File: src/rtl/irq_pending_latch_pkg.sv
`default_nettype none
// ============================================================================
//  Module      : irq_pkg
//  Description : Shared constants, FSM state type and priority helper for the
//                interrupt pending latch.
//                Contents:
//                  N_REQ        number of request lines (8)
//                  IDX_W        width of a request index (3)
//                  irq_state_t  presentation FSM state (IDLE / PRESENT)
//                  prio_idx()   index of the highest set bit (bit 7 wins)
//  Revision    : 1.0  initial release
// ============================================================================
package irq_pkg;

  localparam int N_REQ = 8;
  localparam int IDX_W = 3;

  typedef enum logic [0:0] {
    IDLE    = 1'b0,
    PRESENT = 1'b1
  } irq_state_t;

  // Highest set bit wins, matching the downstream encoder ordering.
  // Returns 0 for an all-zero vector; callers qualify with a separate valid.
  function automatic logic [IDX_W-1:0] prio_idx(input logic [N_REQ-1:0] vec);
    logic [IDX_W-1:0] idx;
    idx = '0;
    for (int i = 0; i < N_REQ; i++) begin
      if (vec[i]) idx = i[IDX_W-1:0];
    end
    return idx;
  endfunction

endpackage
`default_nettype wire

File: src/rtl/irq_pending_latch_sync2.sv
`default_nettype none
// ============================================================================
//  Module      : irq_sync2
//  Description : Single-bit two-flop synchronizer, flops reset to 0.
//  Ports       : clk    system clock
//                rst_n  asynchronous active-low reset
//                d      asynchronous input bit
//                q      synchronized output bit (2 clk latency)
//  Revision    : 1.0  initial release
// ============================================================================
module irq_sync2 (
  input  logic clk,
  input  logic rst_n,
  input  logic d,
  output logic q
);

  logic r_meta;
  logic r_sync;

  always_ff @(posedge clk or negedge rst_n) begin
    if (!rst_n) begin
      r_meta <= 1'b0;
      r_sync <= 1'b0;
    end else begin
      r_meta <= d;
      r_sync <= r_meta;
    end
  end

  assign q = r_sync;

endmodule
`default_nettype wire

File: src/rtl/irq_pending_latch.sv
`default_nettype none
// ============================================================================
//  Module      : irq_pending_latch
//  Description : Captures rising edges on 8 request lines into a pending
//                register, selects the highest-priority unmasked pending line
//                and presents its index on a valid/ready handshake. Accepted
//                lines are cleared; edges on already-pending lines set sticky
//                overflow flags.
//  Build macro : IRQ_SYNC_EN - when defined, every req bit is passed through a
//                two-flop synchronizer before edge detection (+2 cycles).
//  Ports       : clk      system clock
//                rst_n    asynchronous active-low reset
//                req      level request lines (rising edge registers)
//                mask     1 = line excluded from selection (still captured)
//                out_vld  index valid
//                out_rdy  consumer ready
//                out_idx  index of the presented request
//                pending  current pending register
//                ovf      sticky per-line overflow flags
//                ovf_clr  one-cycle pulse clearing all ovf flags
//  Revision    : 1.0  initial release
// ============================================================================
module irq_pending_latch
  import irq_pkg::*;
(
  input  logic             clk,
  input  logic             rst_n,
  input  logic [N_REQ-1:0] req,
  input  logic [N_REQ-1:0] mask,
  output logic             out_vld,
  input  logic             out_rdy,
  output logic [IDX_W-1:0] out_idx,
  output logic [N_REQ-1:0] pending,
  output logic [N_REQ-1:0] ovf,
  input  logic             ovf_clr
);

  localparam logic [N_REQ-1:0] C_ONE = {{(N_REQ-1){1'b0}}, 1'b1};

  logic [N_REQ-1:0] w_req_s;
  logic [N_REQ-1:0] r_req_q;
  logic [N_REQ-1:0] w_edge;
  logic [N_REQ-1:0] w_clear;
  logic [N_REQ-1:0] w_cand;
  logic [N_REQ-1:0] w_ovf_set;
  logic [N_REQ-1:0] r_pending;
  logic [N_REQ-1:0] r_ovf;
  logic [IDX_W-1:0] r_idx;
  logic [IDX_W-1:0] w_next_idx;
  logic             w_next_vld;
  logic             w_xfer;
  logic             w_load;
  irq_state_t       r_state;
  irq_state_t       w_state_nxt;

  // --------------------------------------------------------------------------
  // Request conditioning
  // --------------------------------------------------------------------------
`ifdef IRQ_SYNC_EN
  for (genvar gi = 0; gi < N_REQ; gi++) begin : g_sync
    irq_sync2 u_sync (
      .clk   (clk),
      .rst_n (rst_n),
      .d     (req[gi]),
      .q     (w_req_s[gi])
    );
  end
`else
  assign w_req_s = req;
`endif

  // --------------------------------------------------------------------------
  // Edge detect, clear, overflow and candidate selection
  // --------------------------------------------------------------------------
  assign w_edge = w_req_s & ~r_req_q;
  assign w_xfer = out_vld & out_rdy;

  // One-hot of the line being handed off this cycle.
  assign w_clear = w_xfer ? (C_ONE << r_idx) : '0;

  // Re-arm of the line being accepted is a fresh request, not a lost one.
  assign w_ovf_set = w_edge & r_pending & ~w_clear;

  // The accepted line is excluded so back-to-back transfers never repeat it.
  assign w_cand     = r_pending & ~mask & ~w_clear;
  assign w_next_vld = |w_cand;
  assign w_next_idx = prio_idx(w_cand);

  always_ff @(posedge clk or negedge rst_n) begin
    if (!rst_n) begin
      r_req_q   <= '0;
      r_pending <= '0;
      r_ovf     <= '0;
    end else begin
      r_req_q   <= w_req_s;
      r_pending <= w_edge | (r_pending & ~w_clear);
      r_ovf     <= w_ovf_set | (ovf_clr ? '0 : r_ovf);
    end
  end

  // --------------------------------------------------------------------------
  // Presentation FSM: state register
  // --------------------------------------------------------------------------
  always_ff @(posedge clk or negedge rst_n) begin
    if (!rst_n) begin
      r_state <= IDLE;
      r_idx   <= '0;
    end else begin
      r_state <= w_state_nxt;
      if (w_load) r_idx <= w_next_idx;
    end
  end

  // --------------------------------------------------------------------------
  // Presentation FSM: next state
  // --------------------------------------------------------------------------
  always_comb begin
    w_state_nxt = r_state;
    case (r_state)
      IDLE:    if (w_next_vld) w_state_nxt = PRESENT;
      // Held while stalled: no preemption by newer or higher requests.
      PRESENT: if (out_rdy)    w_state_nxt = w_next_vld ? PRESENT : IDLE;
      default: w_state_nxt = IDLE;
    endcase
  end

  // --------------------------------------------------------------------------
  // Presentation FSM: outputs
  // --------------------------------------------------------------------------
  always_comb begin
    out_vld = 1'b0;
    w_load  = 1'b0;
    case (r_state)
      IDLE:    w_load = w_next_vld;
      PRESENT: begin
        out_vld = 1'b1;
        w_load  = out_rdy & w_next_vld;
      end
      default: begin
        out_vld = 1'b0;
        w_load  = 1'b0;
      end
    endcase
  end

  assign out_idx = r_idx;
  assign pending = r_pending;
  assign ovf     = r_ovf;

endmodule
`default_nettype wire

File: config.mk
export PLATFORM = sky130hd
export DESIGN_NAME = irq_pending_latch
export DESIGN_NICKNAME = d
export VERILOG_FILES = /design/src/rtl/irq_pending_latch_pkg.sv /design/src/rtl/irq_pending_latch_sync2.sv /design/src/rtl/irq_pending_latch.sv
export SDC_FILE = /design/constraint.sdc
export NUM_CORES = 1
export LEC_CHECK = 0
export ABC_AREA = 0
export CORE_MARGIN = 10
export CORE_UTILIZATION = 46
export CTS_CLUSTER_DIAMETER = 40
export DETAILED_ROUTE_END_ITERATION = 8
export GPL_ROUTABILITY_DRIVEN = 0
export PLACE_DENSITY = 0.93
export SLEW_MARGIN = 25
export SYNTH_ARGS = -nofsm -noshare
export SYNTH_HDL_FRONTEND = slang
export SYNTH_SLANG_ARGS = --single-unit
export TNS_END_PERCENT = 5
File: constraint.sdc
create_clock -name clk -period 2.79 [get_ports clk]
set_input_delay 0.279 -clock clk [delete_from_list [all_inputs] [get_ports clk]]
set_output_delay 0.279 -clock clk [all_outputs]
set_load 0.01 [all_outputs]
==> reports/results.ini, run 1 <==
[run_status]
outcome=finished, final reports clean

[critical_path]
worstPathRequired_ps=3010
critical_path_class=flop to flop
cp.arrival_ps=2430
startpoint_type=flop
crit-reg2reg-launch=out_idx[0]$_DFFE_PN0P_
crit_fanout=7
r2r_slack_ps=580
rr_worst_depth=5
reg2reg_to=out_idx[1]$_DFFE_PN0P_
cp-end-kind=flop

[timing]
setup_viol=0
maxSlewViolCount=0
tns_ps=0
hold_viol=0
holdWs_ps=317
worst_slew_pin_slew_ps=404
slew_headroom=0.728
finalCritPeriodShare=0.794
fmax_mhz=452
rsz0062_at_grt=no
finClkSkew_ps=5.05
min_period_ps=2210

[global_routing]
overflow=0
antenna_found_initial=0
grt_util_all_layers=0.120
grt_pass1_vias=1029
grt_start_max_net_pins=29
grt_pass1_wl_um=4930

[final_layout]
layout.cells.non_filler=170
fin_util=0.702
mostFrequentLayoutCell=clkdlybuf4s50_1
final_cell_mix=39 x clkdlybuf4s50_1, 28 x dfrtp_1, 12 x o22ai_1
drive_gt1_frac=0.0634
layout.filler_cells=178
area_growth_pct=41.7
nets=163
diodes=0

[clock_network]
htreeDepth=1
cts_resized=0
numCtsBuffers=3
postCtsHoldBufs=0
clk_latency_ps=310
clockRootBuffer=clkbuf_4
cts_buffer_depth=2
cts_tree=done
cts_setup_buffers=0
cts.sinks=28
clkTransAtPathRegs_ps=140

[power_and_ir_drop]
internal_power_w=0.000842
leakage_nw=0.655
swShare=0.345
p_comb_frac=0.406
pwr-share-seq=0.447
ir_drop_uv=589
clock_power_share=0.147
p_per_area_mw_per_mm2=812
p_sw_w=0.000444

[place]
dpl.cell_count=166
io_buffers=39
dpl.hpwl_um=2410

[die]
rows=17
core_mm2=0.00225
die_width_um=69.3
io_pins=40
die_height_um=69.3
start_util=0.496
dieArea_mm2=0.00480

[route]
drtAntennaViolNets=0
firstDrtPassIters=4
vias=945
drc=0
vias_per_cell=5.56
drtIter0Drc=31
wl_per_cell_um=17.7
drt-total-wl_um=3000

[synthesis]
synth.largest_area_cell=dfrtp_1
synthDistinctLibCells=24
ys_warn_count=0
ys_seq_area_frac=0.627
synthArstFlopShare=1.00
synth-edff-count=0
synth_area_mm2=0.00112
yosys_register_bits=28
synth_top_area_frac=0.627
synthCells=99
synth_nets=119
synth.area.top_cells=dfrtp_1 63%, o22ai_1 6.7%, nand2b_1 5.6%
syn_area_per_cell_um2=11.3
ys.flop_type=dfrtp_1

[min_path]
hold_path_class=input pin to asynchronous set/reset pin

[flow_run]
maxCapViolations=0

final cells by class:
class | count | area (um2) | area share
Clock buffer | 4 | 36.3 | 0.0229
Timing Repair Buffer | 40 | 398 | 0.251
Tap cell | 28 | 35.0 | 0.0221
Sequential cell | 28 | 701 | 0.443
Multi-Input combinational cell | 60 | 375 | 0.237
Inverter | 10 | 37.5 | 0.0237
power groups by stage:
stage,clock [W],combinational (W),sequential [W]
after global placement,0,0.000497,0.000576
after global routing,0.000207,0.000568,0.000585
final,0.000189,0.000522,0.000575
after detailed placement,0,0.000520,0.000583
after floorplan,0,0.000201,0.000606
after CTS,0.000192,0.000523,0.000574
kinds of logic (layout without fill, tap and decap cells):
logic type | count (synthesis) | count (layout) | share of synthesized area
AOI/OAI and AO/OA | 30 | 30 | 0.178
DFF | 28 | 28 | 0.627
and+or+nand+nor | 28 | 28 | 0.138
buffers and inverters | 11 | 54 | 0.0370
muxes | 2 | 2 | 0.0202
cell usage after synthesis (2+ instances only):
cell      count
o21ai_0       4
nand2b_1     10
dfrtp_1      28
inv_1        10
or2_2         2
nand2_1      10
mux2_1        2
o22ai_1      12
o21ai_1       6
worst max-delay path, stage by stage, from the launching register on:
cell	delay (ps)
dfrtp_1	480
nand2b_1	240
o21ai_1	380
o22ai_1	210
o41a_1	480
mux2_1	330
how the worst max path moves through the flow:
stage / startpoint / endpoint / slack [ps] / depth (start not counted)
detailed placement: out_rdy / out_idx[0]$_DFFE_PN0P_ / 320 / 6
global route: out_idx[2]$_DFFE_PN0P_ / out_idx[1]$_DFFE_PN0P_ / 440 / 5
floorplan: out_idx[0]$_DFFE_PN0P_ / out_idx[0]$_DFFE_PN0P_ / 860 / 5
finish: out_idx[0]$_DFFE_PN0P_ / out_idx[1]$_DFFE_PN0P_ / 580 / 5
global placement: out_rdy / out_idx[0]$_DFFE_PN0P_ / 460 / 6
CTS: out_idx[2]$_DFFE_PN0P_ / out_idx[0]$_DFFE_PN0P_ / 610 / 5
registers in the layout, indices dropped and copies added (netlist names):
| name | count |
|---|---|
| ovf | 8 |
| r_state | 1 |
| pending | 8 |
| r_req_q | 8 |
| out_idx | 3 |
per-layer routing:
metal  vias to the layer above  wire (um)  global-route usage  share of wire
met4                         0         75              0.0599          0.025
met3                         6        152              0.0228          0.051
li1                        437          -                   -              -
met2                        45       1510               0.213           0.50
met1                       457       1260               0.131           0.42
met5                         -          0                   0              0
stage by stage:
stage          instance area, um2  setup slack, ps  power, W
4_1_cts                      1580              613   0.00129
2_1_floorplan                1120              857  0.000807
3_5_place_dp                 1550              316   0.00110
5_1_grt                      1580              439   0.00136
3_3_place_gp                 1550              462   0.00107
6_report                     1580              575   0.00129
No activity file was read; power rests on OpenSTA's default activity.
==> inputs of run 2 (changes only) <==
--- a/config.mk
+++ b/config.mk
@@ -7,11 +7,11 @@
 export LEC_CHECK = 0
 export ABC_AREA = 0
 export CORE_MARGIN = 10
-export CORE_UTILIZATION = 46
+export CORE_UTILIZATION = 43
 export CTS_CLUSTER_DIAMETER = 40
 export DETAILED_ROUTE_END_ITERATION = 8
 export GPL_ROUTABILITY_DRIVEN = 0
-export PLACE_DENSITY = 0.93
+export PLACE_DENSITY = 0.88
 export SLEW_MARGIN = 25
 export SYNTH_ARGS = -nofsm -noshare
 export SYNTH_HDL_FRONTEND = slang
==> constraint.sdc (replaced) <==
create_clock -name clk -period 2.2 [get_ports clk]
set_input_delay 0.22 -clock clk [delete_from_list [all_inputs] [get_ports clk]]
set_output_delay 0.22 -clock clk [all_outputs]
set_load 0.01 [all_outputs]
==> run 2 against run 1 <==
Non-clock buffer count rose by 8. Sequential power rose by 27%. Setup slack worse by 400 ps. Total power increased by 34%. Maximum frequency increased by 9.6%. Clock skew barely moved. Clock power grew 30%. Flip-flop and latch count is the same. Sequential share of layout area shrank 1.7 points. Final area up 4.0%. Register-to-register slack worse by 400 ps. Via count grew 3.4%.
==> reports/results.ini, run 2 (synthesized netlist as in run 1, its figures left out) <==
[place]
io_buffers=39  ; unchanged
dpl.hpwl_um=2420  ; was 2410 um
dp_worst_setup_slack_ps=-48.5  ; was 316 ps

[timing]
min_period_ps=2020  ; was 2210 ps
worst_slew_pin_slew_ps=376  ; was 404 ps
finalCritPeriodShare=0.919  ; was 0.794
holdWs_ps=281  ; was 317 ps
fmax_mhz=495  ; was 452 MHz
hold_viol=0  ; unchanged
maxSlewViolCount=0  ; unchanged
slew_headroom=0.748  ; was 0.728
finClkSkew_ps=5.45  ; was 5.05 ps
setup_viol=0  ; unchanged
rsz0062_at_grt=no  ; unchanged
fin_ws_ps=178  ; was 575 ps

[clock_network]
cts_buffer_depth=2  ; unchanged
numCtsBuffers=3  ; unchanged
cts_setup_buffers=0  ; unchanged
cts_tree=done  ; unchanged
htreeDepth=1  ; unchanged
clkTransAtPathRegs_ps=150  ; was 140 ps
clk_latency_ps=320  ; was 310 ps
postCtsHoldBufs=0  ; unchanged
cts.sinks=28  ; unchanged
cts_resized=0  ; unchanged
clockRootBuffer=clkbuf_4  ; unchanged

[route]
drc=0  ; unchanged
drt-total-wl_um=3090  ; was 3000 um
vias_per_cell=5.43  ; was 5.56
vias=977  ; was 945
drtIter0Drc=23  ; was 31
firstDrtPassIters=4  ; unchanged
wl_per_cell_um=17.2  ; was 17.7 um
drtAntennaViolNets=0  ; unchanged

[die]
rows=18  ; was 17
start_util=0.451  ; was 0.496
core_mm2=0.00248  ; was 0.00225 mm2
die_width_um=71.0  ; was 69.3 um
io_pins=40  ; unchanged
dieArea_mm2=0.00504  ; was 0.00480 mm2
die_height_um=71.0  ; was 69.3 um

[global_routing]
overflow=0  ; unchanged
grt_pass1_vias=1109  ; was 1029
antenna_found_initial=0  ; unchanged
grt_pass1_wl_um=5220  ; was 4930 um
grt_start_max_net_pins=29  ; unchanged
grt_util_all_layers=0.124  ; was 0.120

[final_layout]
final_cell_mix=39 x clkdlybuf4s50_1, 28 x dfrtp_1, 12 x o22ai_1  ; unchanged
layout.filler_cells=220  ; was 178
area_growth_pct=47.3  ; was 41.7%
nets=171  ; was 163
fin_util=0.664  ; was 0.702
diodes=0  ; unchanged
mostFrequentLayoutCell=clkdlybuf4s50_1  ; unchanged
drive_gt1_frac=0.113  ; was 0.0634

[critical_path]
cp-end-kind=flop  ; unchanged
path_cells=nand3b_1 -> o21ai_0 -> o21ai_1 -> o41a_1 -> mux2_1  ; was nand2b_1 -> o21ai_1 -> o22ai_1 -> o41a_1 -> mux2_1
worstPathRequired_ps=2410  ; was 3010 ps
cp.arrival_ps=2230  ; was 2430 ps
cp_slowest_stage_delay_ps=450  ; was 480 ps
crit_family=compound AO/OA/AOI/OAI gates  ; unchanged
slowest_stage=dfrtp_1  ; unchanged
crit_fanout=6  ; was 7
critPathBufInv=0  ; unchanged
startpoint_type=flop  ; unchanged
critical_path_class=flop to flop  ; unchanged

[run_status]
outcome=finished, final reports clean  ; unchanged

[min_path]
hold_path_class=input pin to asynchronous set/reset pin  ; unchanged

[power_and_ir_drop]
ir_drop_uv=889  ; was 589 uV
p_per_area_mw_per_mm2=1050  ; was 812 mW/mm2
leakage_nw=0.696  ; was 0.655 nW

[flow_run]
maxCapViolations=0  ; unchanged

==> run 2: metal layers <==
metal	share of wire	wire, um	vias up	GRT usage
met4	0.022	68	0	0.0409
li1	-	-	447	-
met3	0.084	258	8	0.0474
met1	0.40	1240	479	0.138
met5	0	0	-	0
met2	0.49	1520	43	0.212
==> run 2: final timing paths <==
path,start,endpoint,slack [ps],cells past startpoint
min reg2reg,r_req_q[1]$_DFF_PN0_,pending[1]$_DFF_PN0_,530,2
max in group asynchronous,rst_n,out_idx[1]$_DFFE_PN0P_,1660,2
max reg2reg,out_idx[2]$_DFFE_PN0P_,out_idx[0]$_DFFE_PN0P_,180,5
min,rst_n,r_req_q[2]$_DFF_PN0_,280,2
max,out_idx[2]$_DFFE_PN0P_,out_idx[0]$_DFFE_PN0P_,180,5
min in group clk,req[2],r_req_q[2]$_DFF_PN0_,350,1
==> run 2: report_power, final <==
group          internal [W]  switching (W)
combinational      0.000413       0.000340
clock              0.000101       0.000144
sequential         0.000629       0.000102
==> run 2: through the flow <==
step / instances / cell area [um2] / setup TNS [ps] / power [W]
finish: 180 / 1650 / 0 / 0.00173
global route: 180 / 1650 / 0 / 0.00184
CTS: 180 / 1650 / 0 / 0.00174
detailed placement: 176 / 1610 / -93.9 / 0.00149
global placement: 176 / 1610 / 0 / 0.00146
floorplan: 99 / 1120 / 0 / 0.00102
==> run 2: area by class of cell <==
cell class              instances  area, um2  area share
flip-flops and latches         28        701       0.426
repair buffers                 48        458       0.278
multi-input cells              60        375       0.228
inverters                      10       37.5      0.0228
well taps                      30       37.5      0.0228
clock buffers                   4       36.3      0.0221
==> run 2: worst reg2reg max path, stage by stage (launching register included) <==
cell      delay (ps)
dfrtp_1          450
nand3b_1         280
o21ai_0          300
o21ai_1          140
o41a_1           430
mux2_1           330
